`src/rtl/debug_overlay_renderer_pkg.sv`:
```
// Shared definitions for the debug overlay: glyph size, 8x8 digit font and converter states.
package debug_overlay_renderer_pkg;

    localparam int FONT_WIDTH = 8;

    typedef enum logic [1:0] {
        IDLE,
        SHIFT,
        COMMIT
    } conv_state_t;

    // One glyph per entry, row 0 in the top byte, column 0 in bit 7 of each row.
    localparam logic [63:0] DIGIT_FONT [10] = '{
        64'h3C666E7666663C00,
        64'h1838181818187E00,
        64'h3C66060C30607E00,
        64'h3C66061C06663C00,
        64'h0C1C3C6C7E0C0C00,
        64'h7E607C0606663C00,
        64'h3C607C6666663C00,
        64'h7E060C1830303000,
        64'h3C66663C66663C00,
        64'h3C66663E060C3800
    };

    function automatic logic [7:0] font_row(input logic [3:0] digit, input logic [2:0] row);
        logic [63:0] glyph;
        glyph = 64'h0;
        if (digit <= 4'd9) glyph = DIGIT_FONT[digit];
        return glyph[{~row, 3'b000} +: 8];
    endfunction

endpackage

```
`src/rtl/debug_overlay_renderer_conv.sv`:
```
// Serial shift-add-3 binary to BCD converter; saturates to all nines when the value does not fit.
module serial_bin_to_bcd #(
    parameter int SEQ_LEN = 16,
    parameter int DIGITS  = SEQ_LEN / 4
) (
    input  logic                clk,
    input  logic                rst_n,
    input  logic                start,
    input  logic [SEQ_LEN-1:0]  value,
    output logic                busy,
    output logic                done,
    output logic [DIGITS*4-1:0] bcd
);
    import debug_overlay_renderer_pkg::*;

    // State | meaning
    // IDLE  | waiting for start, result held by the consumer
    // SHIFT | one add-3 / shift step per cycle, SEQ_LEN steps
    // COMMIT| result (or saturation) presented with done
    localparam int ACC_W = (DIGITS + 1) * 4;
    localparam int CNT_W = (SEQ_LEN > 1) ? $clog2(SEQ_LEN) : 1;

    conv_state_t        state;
    logic [SEQ_LEN-1:0] bin_sr;
    logic [ACC_W-1:0]   acc;
    logic [ACC_W-1:0]   acc_adj;
    logic               lost_msb;
    logic [CNT_W-1:0]   cnt;
    logic               overflow;

    always_comb begin
        acc_adj = acc;
        for (int i = 0; i < DIGITS + 1; i++) begin
            if (acc[i*4 +: 4] >= 4'd5) acc_adj[i*4 +: 4] = acc[i*4 +: 4] + 4'd3;
        end
    end

    // The spare top nibble plus a sticky shift-out bit catch every value above 10^DIGITS-1.
    assign overflow = lost_msb || (acc[ACC_W-1 -: 4] != 4'd0);
    assign bcd      = overflow ? {DIGITS{4'h9}} : acc[DIGITS*4-1:0];
    assign done     = (state == COMMIT);

    always_ff @(posedge clk or negedge rst_n) begin
        if (!rst_n) begin
            state    <= IDLE;
            bin_sr   <= '0;
            acc      <= '0;
            lost_msb <= 1'b0;
            cnt      <= '0;
            busy     <= 1'b0;
        end else begin
            case (state)
                IDLE: begin
                    if (start) begin
                        bin_sr   <= value;
                        acc      <= '0;
                        lost_msb <= 1'b0;
                        cnt      <= CNT_W'(SEQ_LEN - 1);
                        busy     <= 1'b1;
                        state    <= SHIFT;
                    end
                end
                SHIFT: begin
                    {acc, bin_sr} <= {acc_adj[ACC_W-2:0], bin_sr, 1'b0};
                    lost_msb      <= lost_msb | acc_adj[ACC_W-1];
                    cnt           <= cnt - 1'b1;
                    if (cnt == '0) state <= COMMIT;
                end
                COMMIT: begin
                    busy  <= 1'b0;
                    state <= IDLE;
                end
                default: state <= IDLE;
            endcase
        end
    end

endmodule

```
`src/rtl/debug_overlay_renderer.sv`:
```
// Draws a once-per-frame snapshot of a debug value as scaled decimal glyphs over the VGA stream.
module debug_overlay_renderer #(
    parameter int                     SEQ_LEN     = 16,
    parameter int                     DIGITS      = SEQ_LEN / 4,
    parameter int                     PIXEL_WIDTH = 12,
    parameter int                     FONT_WIDTH  = debug_overlay_renderer_pkg::FONT_WIDTH,
    parameter int                     SCALE_LOG2  = 1,
    parameter int                     X0          = 16,
    parameter int                     Y0          = 16,
    parameter logic [PIXEL_WIDTH-1:0] FG_COLOR    = 12'h000,
    parameter int                     H_W         = 10,
    parameter int                     V_W         = 10
) (
    input  logic                   clk,
    input  logic                   rst_n,
    input  logic                   frame_start,
    input  logic [SEQ_LEN-1:0]     value,
    input  logic [H_W-1:0]         h_cnt,
    input  logic [V_W-1:0]         v_cnt,
    input  logic                   pix_valid,
    input  logic [PIXEL_WIDTH-1:0] bg_pixel,
    output logic [PIXEL_WIDTH-1:0] out_pixel,
    output logic                   out_valid,
    output logic                   conv_busy,
    output logic [DIGITS*4-1:0]    shown_bcd
);
    import debug_overlay_renderer_pkg::*;

    localparam int           GLYPH_SHIFT = $clog2(FONT_WIDTH) + SCALE_LOG2;
    localparam logic [H_W:0] X0_X        = (H_W + 1)'(X0);
    localparam logic [H_W:0] WIN_W_X     = (H_W + 1)'((DIGITS * FONT_WIDTH) << SCALE_LOG2);
    localparam logic [V_W:0] Y0_X        = (V_W + 1)'(Y0);
    localparam logic [V_W:0] WIN_H_X     = (V_W + 1)'(FONT_WIDTH << SCALE_LOG2);

    logic                conv_done;
    logic [DIGITS*4-1:0] conv_bcd;

    serial_bin_to_bcd #(
        .SEQ_LEN (SEQ_LEN),
        .DIGITS  (DIGITS)
    ) u_conv (
        .clk   (clk),
        .rst_n (rst_n),
        .start (frame_start),
        .value (value),
        .busy  (conv_busy),
        .done  (conv_done),
        .bcd   (conv_bcd)
    );

    always_ff @(posedge clk or negedge rst_n) begin
        if (!rst_n)         shown_bcd <= '0;
        else if (conv_done) shown_bcd <= conv_bcd;
    end

    logic [H_W:0] dx;
    logic [V_W:0] dy;
    logic [H_W:0] dig_idx;
    logic         in_win;
    logic [3:0]   nib;

    always_comb begin
        dx      = {1'b0, h_cnt} - X0_X;
        dy      = {1'b0, v_cnt} - Y0_X;
        in_win  = ({1'b0, h_cnt} >= X0_X) && (dx < WIN_W_X) &&
                  ({1'b0, v_cnt} >= Y0_X) && (dy < WIN_H_X);
        dig_idx = dx >> GLYPH_SHIFT;
        nib     = 4'd0;
        for (int i = 0; i < DIGITS; i++) begin
            if (dig_idx == (H_W + 1)'(i)) nib = shown_bcd[(DIGITS-1-i)*4 +: 4];
        end
    end

    logic                   win_d;
    logic [3:0]             nib_d;
    logic [2:0]             col_d;
    logic [2:0]             row_d;
    logic [PIXEL_WIDTH-1:0] bg_d;
    logic                   valid_d;
    logic [7:0]             row_bits;

    assign row_bits = font_row(nib_d, row_d);

    always_ff @(posedge clk or negedge rst_n) begin
        if (!rst_n) begin
            win_d     <= 1'b0;
            nib_d     <= '0;
            col_d     <= '0;
            row_d     <= '0;
            bg_d      <= '0;
            valid_d   <= 1'b0;
            out_pixel <= '0;
            out_valid <= 1'b0;
        end else begin
            win_d     <= in_win;
            nib_d     <= nib;
            col_d     <= dx[SCALE_LOG2 +: 3];
            row_d     <= dy[SCALE_LOG2 +: 3];
            bg_d      <= bg_pixel;
            valid_d   <= pix_valid;
            // Glyph column 0 is the leftmost pixel, held in bitmap bit 7.
            out_pixel <= (win_d && row_bits[~col_d]) ? FG_COLOR : bg_d;
            out_valid <= valid_d;
        end
    end

endmodule

```
`config.mk`:
```
export PLATFORM = sky130hd
export DESIGN_NAME = debug_overlay_renderer
export DESIGN_NICKNAME = d
export VERILOG_FILES = /design/src/rtl/debug_overlay_renderer_pkg.sv /design/src/rtl/debug_overlay_renderer_conv.sv /design/src/rtl/debug_overlay_renderer.sv
export SDC_FILE = /design/constraint.sdc
export NUM_CORES = 1
export LEC_CHECK = 0
export CAP_MARGIN = 0
export CORE_MARGIN = 5
export CORE_UTILIZATION = 43
export CTS_CLUSTER_DIAMETER = 150
export DETAILED_ROUTE_END_ITERATION = 8
export GPL_ROUTABILITY_DRIVEN = 0
export PLACE_DENSITY_LB_ADDON = 0.25
export REMOVE_ABC_BUFFERS = 1
export SYNTH_ARGS = -nofsm -noshare
export SYNTH_HDL_FRONTEND = slang
export SYNTH_SLANG_ARGS = --single-unit
export TNS_END_PERCENT = 5
```
`constraint.sdc`:
```
create_clock -name clk -period 2.95 [get_ports clk]
set_input_delay 0.59 -clock clk [delete_from_list [all_inputs] [get_ports clk]]
set_output_delay 0.59 -clock clk [all_outputs]
set_load 0.1 [all_outputs]
```
==> metrics <==
initial antenna violation count 0; peak supply drop 0.423 mV; area taken by multi-input logic gates 2410 sq um; overall track demand over capacity in global routing 0.182; post-CTS setup repair buffer count 0; sort of element at the start of the critical path flip-flop; grt ovf 0; number of buffers on the longest clock path 2; leakage power summed over all cells 2.72 nW; post-cts resize count 1; Register Area 2430 sq um; cell types occupying the most area after synthesis dfrtp_1 (47%), o21ai_0 (4.8%), ha_1 (4.6%); power density relative to cell area 798 nW/um^2; number of detailed-route iterations in the first pass 5; HPWL after detailed placement 8.79 mm; master cell of the clock root buffer clkbuf_16; NumNets Final 666; post-DR wirelength/cell 16.8 microns; hold-fix buffer count after cts 0; Final Hold Violating Endpoints 0; cell area after synthesis 5120 sq um; data required time at the worst endpoint 3.14 ns; maximum achievable frequency 372 MHz; sequential share of the synthesized area 0.474; worst min-delay path category in2async; Slew Limit Fails 0; Clk Latency, worst-skew pair 0.35 ns; endpoint class of the critical path flip-flop; Clock Skew 0.00980 ns; Yosys warning total 0; critical path's largest stage delay 0.72 ns; die width 119 microns; RSZ-0062 raised after global routing false; chip height 119 microns; number of clock buffers inserted by TritonCTS 9; final core utilization 0.547; Max Cap Viol 0; Commonest cells post-synth dfrtp_1 (97), o21ai_0 (49), a21oi_1 (41); flip-flop and latch count after synthesis 97; Vias per Instance 5.74; type of the worst setup path reg2reg; Netlist cell types 68; std cell rows 39; clock period minus worst slack 2.69 ns; CTS clk-pin slew, worst paths 0.07 ns; arrival time reported for the critical path endpoint 2.88 ns; number of sinks on the clock net 97; via count of the first global-routing pass 4329; Total Neg Setup Slack 0 ns; pin count of the biggest net entering global routing 54; actual transition at the worst max-transition pin 0.802 ns; die area 14200 sq um; Async SR Flop Fraction 1.00; Post-Syn Instances 511; run status complete, no violations; Syn Area/Cell 10.0 sq um; headroom to the max-slew limit 0.463; Tcrit/Tclk final 0.912; Post-synth top flop dfrtp_1; port bufs 79; Antenna Nets Post-Route 0; Post-synth EDFFs 0; area share of the largest cell type after synthesis 0.474; total length of routed wires 12.4 mm; num ports 82; list of cells traversed by the critical path inv_1, buf_4, ha_1, nor3b_2, o32ai_1, o311a_1, a311oi_1, a211oi_4, a21boi_1; WP buf/inv 2; effective utilization at floorplan 0.443; global-route wire length before repair 21.2 mm; kind of cell adding the most delay to the critical path compound AO/OA/AOI/OAI gates; highest-delay cell along the critical path a211oi_4; maximum fanout encountered on the critical timing path 12; fraction of layout instances using a drive strength above 1 0.157; TritonCTS clock tree yes; Vias 4261; H-tree levels 3; DRC Markers 0; number of filler cells placed in the layout 1042; final-report setup violation count 0; top-count cell post-synth dfrtp_1; library cell occupying the most area in the post-synthesis netlist dfrtp_1; Iter 0 DRT Violations 330; core region area 11600 sq um; Synth-to-Final Area Change 23.4%; Antenna diodes 0
==> area by class of cell <==
type,count,share of cell area
inverters,27,0.0160
clock inverters,5,0.00614
clock buffers,10,0.0378
repair buffers,106,0.147
flip-flops and latches,97,0.384
well taps,143,0.0283
multi-input cells,354,0.381
==> worst reg2reg max path, stage by stage (launching register included) <==
cell,delay [ns]
dfrtp_1,0.37
inv_1,0.09
buf_4,0.11
ha_1,0.30
nor3b_2,0.09
o32ai_1,0.38
o311a_1,0.20
a311oi_1,0.14
a211oi_4,0.72
a21boi_1,0.15
==> final timing paths <==
path	slack, ns	start	depth (start not counted)	to
worst max-delay path	0.26	nib_d[0]$_DFF_PN0_	9	out_pixel[11]$_DFF_PN0_
worst max register to register	0.26	nib_d[0]$_DFF_PN0_	9	out_pixel[11]$_DFF_PN0_
worst min-delay path	0.25	rst_n	1	shown_bcd[4]$_DFFE_PN0P_
worst min register to register	0.35	valid_d$_DFF_PN0_	0	out_valid$_DFF_PN0_
min in group clk	0.35	valid_d$_DFF_PN0_	0	out_valid$_DFF_PN0_
max in group asynchronous	1.99	rst_n	2	out_pixel[0]$_DFF_PN0_
==> layout by cell type, fill, tap and decap left out, types with 20 or more instances in the layout <==
master,count
nor2_1,33
a22oi_1,20
o21ai_0,49
dfrtp_1,97
clkdlybuf4s50_1,48
nand2_1,21
a21oi_1,41
inv_1,26
buf_4,57
nor2b_1,21
==> power breakdown <==
part | internal (W) | switching [W]
logic | 0.000715 | 0.00125
registers | 0.00166 | 0.000310
clock network | 0.000596 | 0.000512
==> cell families after synthesis <==
| family | after synthesis | share of synthesized area |
|---|---|---|
| compound gates | 196 | 0.258 |
| xor+xnor | 13 | 0.0222 |
| fa+ha+maj | 19 | 0.0464 |
| buf+inv | 60 | 0.0576 |
| flops | 97 | 0.474 |
| mux | 9 | 0.0186 |
| simple gates | 117 | 0.123 |
==> metrics by stage <==
stage               cell area (sq um)  std cells  total power [W]  setup slack [ns]  hold slack (ns)
floorplan                        4930        478          0.00338             0.215            0.294
global route                     6320        742          0.00540            0.0711            0.281
global placement                 6040        727          0.00389            0.0527            0.337
finish                           6320        742          0.00504             0.259            0.248
detailed placement               6040        727          0.00397          -0.00865            0.345
CTS                              6320        742          0.00509             0.268            0.267
==> layer usage <==
metal  vias to the layer above  track usage  wire (microns)
li1                       2016            -               -
met1                      2114        0.230            5260
met2                       102        0.312            6490
met3                        29       0.0355             407
met4                         0       0.0644             278
met5                         -            0               0
==> state kept, by name, indices dropped and copies added, names as in the netlist <==
signal / count
row_d: 3
u_conv.acc: 20
nib_d: 4
u_conv.busy: 1
u_conv.lost_msb: 1
u_conv.bin_sr: 16
shown_bcd: 16
col_d: 3
out_valid: 1
win_d: 1
bg_d: 12
valid_d: 1
u_conv.cnt: 4
u_conv.state: 2
out_pixel: 12
No activity file was read; power rests on OpenSTA's default activity.
